===== src/rtl/ex_stage_pkg.sv =====
// Shared definitions for the execute stage: operation classes, op codes and
// divider state encodings.
package ex_stage_pkg;

    localparam int DATA_W     = 32;
    localparam int DIV_CYCLES = DATA_W;
    localparam int CNT_W      = $clog2(DIV_CYCLES);

    // Operation classes (alusel)
    localparam logic [2:0] ALUSEL_NOP   = 3'b000;
    localparam logic [2:0] ALUSEL_LOGIC = 3'b001;
    localparam logic [2:0] ALUSEL_MOVE  = 3'b011;
    localparam logic [2:0] ALUSEL_ARITH = 3'b100;

    // Operation codes (aluop)
    localparam logic [7:0] OP_NOP  = 8'b0000_0000;
    localparam logic [7:0] OP_AND  = 8'b0010_0100;
    localparam logic [7:0] OP_OR   = 8'b0010_0101;
    localparam logic [7:0] OP_XOR  = 8'b0010_0110;
    localparam logic [7:0] OP_NOR  = 8'b0010_0111;
    localparam logic [7:0] OP_ANDI = 8'b0101_1001;
    localparam logic [7:0] OP_ORI  = 8'b0101_1010;
    localparam logic [7:0] OP_XORI = 8'b0101_1011;
    localparam logic [7:0] OP_LUI  = 8'b0101_1100;
    localparam logic [7:0] OP_MFHI = 8'b0001_0000;
    localparam logic [7:0] OP_MTHI = 8'b0001_0001;
    localparam logic [7:0] OP_MFLO = 8'b0001_0010;
    localparam logic [7:0] OP_MTLO = 8'b0001_0011;
    localparam logic [7:0] OP_DIV  = 8'b0001_1010;
    localparam logic [7:0] OP_DIVU = 8'b0001_1011;

    typedef enum logic [1:0] {
        DIV_IDLE = 2'd0,
        DIV_BUSY = 2'd1,
        DIV_DONE = 2'd2
    } div_state_e;

    function automatic logic [DATA_W-1:0] abs_val(input logic [DATA_W-1:0] v);
        return v[DATA_W-1] ? (~v + 1'b1) : v;
    endfunction

endpackage


===== src/rtl/ex_stage_div_unit.sv =====
// Iterative radix-2 restoring divider: magnitudes are divided on a 64-bit
// remainder/quotient shift register, signs are applied on the way out.
module div_unit
    import ex_stage_pkg::*;
(
    input  logic              clk,
    input  logic              rst,
    input  logic              start,
    input  logic              signed_op,
    input  logic              annul,
    input  logic [DATA_W-1:0] dividend,
    input  logic [DATA_W-1:0] divisor,
    output logic              busy,
    output logic              done,
    output logic [DATA_W-1:0] quotient,
    output logic [DATA_W-1:0] remainder
);

    div_state_e          state_q, state_d;
    logic [2*DATA_W-1:0] acc_q, acc_d;
    logic [DATA_W-1:0]   dsor_q, dsor_d;
    logic [CNT_W-1:0]    cnt_q, cnt_d;
    logic                neg_quot_q, neg_quot_d;
    logic                neg_rem_q, neg_rem_d;

    // Shifted partial remainder is 33 bits wide; its low 32 bits minus the
    // divisor are exact whenever the subtraction is taken.
    logic [DATA_W:0]     partial;
    logic [DATA_W-1:0]   trial;

    always_comb begin
        state_d    = state_q;
        acc_d      = acc_q;
        dsor_d     = dsor_q;
        cnt_d      = cnt_q;
        neg_quot_d = neg_quot_q;
        neg_rem_d  = neg_rem_q;
        partial    = acc_q[2*DATA_W-1:DATA_W-1];
        trial      = acc_q[2*DATA_W-2:DATA_W-1] - dsor_q;

        case (state_q)
            DIV_IDLE: begin
                if (start && !annul) begin
                    if (divisor == '0) begin
                        acc_d      = {dividend, {DATA_W{1'b1}}};
                        neg_quot_d = 1'b0;
                        neg_rem_d  = 1'b0;
                        state_d    = DIV_DONE;
                    end else begin
                        acc_d      = {{DATA_W{1'b0}}, signed_op ? abs_val(dividend) : dividend};
                        dsor_d     = signed_op ? abs_val(divisor) : divisor;
                        neg_quot_d = signed_op && (dividend[DATA_W-1] ^ divisor[DATA_W-1]);
                        neg_rem_d  = signed_op && dividend[DATA_W-1];
                        cnt_d      = '0;
                        state_d    = DIV_BUSY;
                    end
                end
            end
            DIV_BUSY: begin
                if (partial >= {1'b0, dsor_q})
                    acc_d = {trial, acc_q[DATA_W-2:0], 1'b1};
                else
                    acc_d = {acc_q[2*DATA_W-2:0], 1'b0};
                cnt_d = cnt_q + 1'b1;
                if (cnt_q == CNT_W'(DIV_CYCLES - 1))
                    state_d = DIV_DONE;
            end
            DIV_DONE: state_d = DIV_IDLE;
            default:  state_d = DIV_IDLE;
        endcase

        if (annul)
            state_d = DIV_IDLE;
    end

    always_ff @(posedge clk) begin
        if (rst) begin
            state_q    <= DIV_IDLE;
            acc_q      <= '0;
            dsor_q     <= '0;
            cnt_q      <= '0;
            neg_quot_q <= 1'b0;
            neg_rem_q  <= 1'b0;
        end else begin
            state_q    <= state_d;
            acc_q      <= acc_d;
            dsor_q     <= dsor_d;
            cnt_q      <= cnt_d;
            neg_quot_q <= neg_quot_d;
            neg_rem_q  <= neg_rem_d;
        end
    end

    assign busy      = (state_q == DIV_BUSY);
    assign done      = (state_q == DIV_DONE);
    assign quotient  = neg_quot_q ? (~acc_q[DATA_W-1:0] + 1'b1) : acc_q[DATA_W-1:0];
    assign remainder = neg_rem_q ? (~acc_q[2*DATA_W-1:DATA_W] + 1'b1) : acc_q[2*DATA_W-1:DATA_W];

endmodule


===== src/rtl/ex_stage.sv =====
// MIPS execute stage: single-cycle logic/move results, HI/LO ownership, and a
// multi-cycle divider that holds the pipeline through a stall request.
module ex_stage
    import ex_stage_pkg::*;
(
    input  logic        clk,
    input  logic        rst,
    input  logic [2:0]  alusel_i,
    input  logic [7:0]  aluop_i,
    input  logic [31:0] reg1_i,
    input  logic [31:0] reg2_i,
    input  logic [4:0]  wd_i,
    input  logic        wreg_i,
    input  logic        annul_i,
    output logic [31:0] wdata_o,
    output logic [4:0]  wd_o,
    output logic        wreg_o,
    output logic        stallreq_o,
    output logic [31:0] hi_o,
    output logic [31:0] lo_o
);

    logic [31:0] hi_q, hi_d;
    logic [31:0] lo_q, lo_d;
    logic [31:0] result;
    logic        writes_gpr;
    logic        is_div, is_signed_div, is_mthi, is_mtlo;
    logic        div_busy, div_done;
    logic [31:0] div_quot, div_rem;

    // An op is recognised only when its class and code agree.
    always_comb begin
        result        = '0;
        writes_gpr    = 1'b0;
        is_div        = 1'b0;
        is_signed_div = 1'b0;
        is_mthi       = 1'b0;
        is_mtlo       = 1'b0;
        case (alusel_i)
            ALUSEL_LOGIC: begin
                writes_gpr = 1'b1;
                case (aluop_i)
                    OP_AND, OP_ANDI:        result = reg1_i & reg2_i;
                    OP_OR, OP_ORI, OP_LUI:  result = reg1_i | reg2_i;
                    OP_XOR, OP_XORI:        result = reg1_i ^ reg2_i;
                    OP_NOR:                 result = ~(reg1_i | reg2_i);
                    default:                writes_gpr = 1'b0;
                endcase
            end
            ALUSEL_MOVE: begin
                case (aluop_i)
                    OP_MFHI: begin result = hi_q; writes_gpr = 1'b1; end
                    OP_MFLO: begin result = lo_q; writes_gpr = 1'b1; end
                    OP_MTHI: is_mthi = 1'b1;
                    OP_MTLO: is_mtlo = 1'b1;
                    default: writes_gpr = 1'b0;
                endcase
            end
            ALUSEL_ARITH: begin
                case (aluop_i)
                    OP_DIV:  begin is_div = 1'b1; is_signed_div = 1'b1; end
                    OP_DIVU: is_div = 1'b1;
                    default: writes_gpr = 1'b0;
                endcase
            end
            default: writes_gpr = 1'b0;
        endcase
    end

    div_unit u_div (
        .clk       (clk),
        .rst       (rst),
        .start     (is_div && !annul_i),
        .signed_op (is_signed_div),
        .annul     (annul_i),
        .dividend  (reg1_i),
        .divisor   (reg2_i),
        .busy      (div_busy),
        .done      (div_done),
        .quotient  (div_quot),
        .remainder (div_rem)
    );

    // A flushed instruction must leave HI/LO untouched, even a finished divide.
    always_comb begin
        hi_d = hi_q;
        lo_d = lo_q;
        if (!annul_i) begin
            if (div_done) begin
                hi_d = div_rem;
                lo_d = div_quot;
            end else begin
                if (is_mthi) hi_d = reg1_i;
                if (is_mtlo) lo_d = reg1_i;
            end
        end
    end

    always_ff @(posedge clk) begin
        if (rst) begin
            hi_q <= '0;
            lo_q <= '0;
        end else begin
            hi_q <= hi_d;
            lo_q <= lo_d;
        end
    end

    // The divide stalls from its IDLE cycle through BUSY; DONE lets it leave.
    always_comb begin
        wdata_o    = '0;
        wd_o       = '0;
        wreg_o     = 1'b0;
        stallreq_o = 1'b0;
        if (!rst) begin
            wdata_o    = result;
            wd_o       = wd_i;
            wreg_o     = wreg_i && writes_gpr && !annul_i;
            stallreq_o = !annul_i && (div_busy || (is_div && !div_done));
        end
    end

    assign hi_o = hi_q;
    assign lo_o = lo_q;

endmodule


===== config.mk =====
export PLATFORM = sky130hd
export DESIGN_NAME = ex_stage
export DESIGN_NICKNAME = d
export VERILOG_FILES = /design/src/rtl/ex_stage_pkg.sv /design/src/rtl/ex_stage_div_unit.sv /design/src/rtl/ex_stage.sv
export SDC_FILE = /design/constraint.sdc
export NUM_CORES = 1
export LEC_CHECK = 0
export ABC_AREA = 1
export CORE_AREA = 2 2 210 212
export CTS_CLUSTER_SIZE = 10
export DETAILED_ROUTE_END_ITERATION = 8
export DIE_AREA = 0 0 212 214
export PLACE_DENSITY_LB_ADDON = 0.25
export SYNTH_ARGS = -nofsm -noshare
export SYNTH_HDL_FRONTEND = slang
export SYNTH_HIERARCHICAL = 1
export SYNTH_SLANG_ARGS = --single-unit

===== constraint.sdc =====
create_clock -name clk -period 2.2 [get_ports clk]
set_input_delay 0.22 -clock clk [delete_from_list [all_inputs] [get_ports clk]]
set_output_delay 0.22 -clock clk [all_outputs]
set_load 0.01 [all_outputs]

==> results.py <==
metrics = {
    "outcome": {
        "status": "finished with violations",
        "violations": "negative setup slack",
    },
    "critical_path": {
        "endpoint_kind": "flip-flop",
        "cp_top_family": "buffers and inverters",
        "crit_arrival_ns": 2.75,
        "path_buf_inv": 5,
        "crit_slowest_cell": "dfxtp_2",
        "cp_data_required_time_ns": 2.61,
        "regToRegEndpoint": "hi_o[29]",
        "worst_path_most_repeated_cell": "buf_6",
        "slowest_delay_ns": 0.34,
        "cp-start-kind": "flip-flop",
        "reg2reg_slack_ns": -0.14,
        "crit_path_start": "u_div/acc_q[36]",
        "r2r_cells": 13,
        "crit_chain": "buf_6 > buf_6 > nor3_4 > buf_6 > nand4_1 > buf_4 > o21ai_2 > xor2_1 > buf_4 > a21oi_4 > nand3_2 > nand2_2 > nor2_1",
        "critical_path.max_fanout": 4,
        "r2r-start": "u_div/acc_q[36]",
        "criticalPathCategory": "reg2reg",
    },
    "clock_tree": {
        "clk_pin_slew_worst_paths_ns": 0.09,
        "cts_buffers": 17,
        "insertion_delay_ns": 0.48,
        "root_buffer": "clkbuf_16",
        "h-tree-depth": 4,
        "cts_tree": "built",
        "clkSinkCount": 169,
        "clk_path_buf_depth": 2,
        "hold_buffers": 0,
    },
    "die": {
        "die_height_um": 214,
        "io_pins": 187,
        "rows": 76,
        "die_area_mm2": 0.04537,
        "die_w_um": 212,
        "floorplan.initialDensity": 0.3965,
        "coreArea_mm2": 0.04289,
    },
    "synth": {
        "synth.mux.area_fraction": 0,
        "synth_edf_count": 0,
        "synthAdderAreaFrac": 0.07622,
        "synthSimpleGateAreaFrac": 0.3978,
        "synth_top_area_cell": "dfxtp_1",
        "synth_top_family_by_area": "simple AND/OR/NAND/NOR gates",
        "ys_warn_count": 6,
        "syn-num-nets": 3097,
        "yosysSeqAreaShare": 0.1989,
        "synth.area.top_cells": "dfxtp_1 20%, nand2_1 19%, inv_1 9.1%, nor2_1 7.5%, ha_1 7.5%",
        "synthFlopType": "dfxtp_1",
        "synth.top_cell.area_share": 0.1989,
        "synth_area_per_cell_um2": 5.844,
        "synth_cell_types": 55,
        "syn-cell-area_mm2": 0.01701,
        "synthCells": 2910,
        "synth_compound_area_frac": 0.1367,
        "ys_ff_latch": 169,
        "synth-xor-area-share": 0.05459,
        "synthArstFlopShare": 0,
    },
    "sta": {
        "fmax_ghz": 0.4271,
        "finClkSkew_ns": 0.02046,
        "setup_viol": 39,
        "finalCritPeriodShare": 1.064,
        "max_slew_margin": 0.5075,
        "setup_slack_ns": -0.1412,
        "fin_crit_ns": 2.341,
        "hold_viol": 0,
        "max_slew.worst_pin.slew_ns": 0.7388,
        "slew_violations": 0,
        "rsz0062_at_grt": "yes",
        "holdWs_ns": 0.4802,
    },
    "min_path": {
        "hp-class": "in2reg",
        "min_to": "u_div/cnt_q[1]",
        "hold_depth": 3,
        "worstHoldStart": "rst",
    },
    "routing": {
        "route.detailed.drc": 0,
        "drt_iter0_markers": 1989,
        "wirelength_um": 74620,
        "detail-route-antenna-nets": 0,
        "drt-wirelength-per-cell_um": 18.07,
        "num_vias": 21417,
        "vias_per_cell": 5.187,
        "firstDrtPassIters": 8,
    },
    "final_layout": {
        "layout_common_cells": "750 x nand2_1, 476 x buf_4, 374 x inv_1",
        "final-instance-count-excl-fill": 4129,
        "fin_nets": 3718,
        "drive_above_1_share": 0.2963,
        "syn2layout_area_growth_pct": 52.80,
        "final_common_cell": "nand2_1",
        "diodes": 0,
    },
    "global_route": {
        "grt_max_degree": 65,
        "antenna_found_initial": 1,
        "grt_pass1_wl_um": 111400,
        "first_global_vias": 20057,
        "grt.total_usage": 0.3135,
        "gr-total-overflow": 0,
    },
    "power": {
        "worst_ir_drop_vdd_v": 0.0004072,
        "power_density_mw_per_mm2": 292.4,
        "leakagePower_nw": 12.80,
    },
    "placed_design": {
        "dp_hpwl_um": 56480,
        "post-place-cells": 4047,
        "place_congestion": 0.9794,
        "port-buffer-count": 186,
    },
    "job": {
        "cap_violations": 0,
    },
}
per-stage QoR:
step	area (um2)	setup slack [ns]	util	power, mW	setup TNS [ns]
global placement	22960	-0.5117	0.5354	4.349	-48.99
detailed placement	22960	-0.5410	0.5354	4.353	-53.54
floorplan	17010	0.1158	-	3.635	0
CTS	24620	-0.1117	0.5741	7.562	-0.9331
finish	25980	-0.1412	0.6059	7.599	-1.962
global route	25980	-0.2228	0.6059	7.830	-6.902
layer usage:
metal,up-vias,part of all wire,track usage,wire length (um)
met4,2,0.034,0.1047,2564
li1,10466,-,-,-
met5,-,0.00023,0,17
met3,157,0.071,0.03240,5326
met2,887,0.46,0.5162,34530
met1,9905,0.43,0.4258,32180
logic make-up after synthesis:
group                      after synthesis
adders and majority gates              103
buffers and inverters                  553
and+or+nand+nor                       1586
AOI/OAI and AO/OA                      393
DFF                                    169
xor gates and xnor gates               106
tightest hold or removal path: stages:
cell and delay, ns:
buf_2 0.27, buf_4 0.31, nor2_1 0.12
final cells by class:
type | count | area, um2
fill | 3966 | 16900
multi-input combinational | 2188 | 13070
timing repair buffer | 737 | 6565
sequential | 169 | 3427
inverter | 418 | 1575
tap | 585 | 732.0
clock buffer | 18 | 439.2
clock inverter | 14 | 173.9
flip-flops by register name (all words and copies together) (netlist names):
signal and cells:
hi_o 32, lo_o 32, u_div/acc_q 64, u_div/cnt_q 5, u_div/dsor_q 32, u_div/neg_quot_q 1
u_div/neg_rem_q 1, u_div/state_q 2
where the power goes:
part | leakage (nW) | total [mW] | switching, mW | internal [mW]
clock network | 0.301 | 3.23 | 1.57 | 1.66
logic | 11.1 | 1.31 | 0.731 | 0.580
registers | 1.38 | 3.05 | 0.00118 | 3.05
synthesized netlist by cell type (4+ instances only):
cell      count
nor4_1        7
nor2_2        7
or2_2         8
buf_2        30
o22ai_2      19
clkbuf_1     65
buf_4        15
o41ai_1       4
nor3_1       26
inv_1       411
o21ai_0      89
and2_1        5
o31ai_1       8
nand3_1     255
o221ai_1     22
buf_6        18
nor2_1      341
xnor2_1      25
o21bai_1      7
nand2_2       5
nand2_1     853
a31oi_1      14
a21oi_1     214
xor2_1       81
nand4_1      19
nand3b_1     46
buf_1         7
ha_1        102
dfxtp_1     169
worst max-delay path by stage:
stage / to / slack, ns / cells after the start
2_1_floorplan: hi_o[26] / 0.12 / 14
3_3_place_gp: wdata_o[30] / -0.51 / 12
3_5_place_dp: wdata_o[8] / -0.54 / 13
4_1_cts: hi_o[31] / -0.11 / 13
5_1_grt: hi_o[25] / -0.22 / 14
6_report: hi_o[29] / -0.14 / 13
timing repair:
action	CTS	global route
pin swaps	44	106
gates resized for setup	257	365
endpoints found under the hold margin	0	0
buffers inserted	19	25
gates cloned	5	9
setup endpoints to repair	95	111
Note: power is estimated with default switching activity, not from simulation.
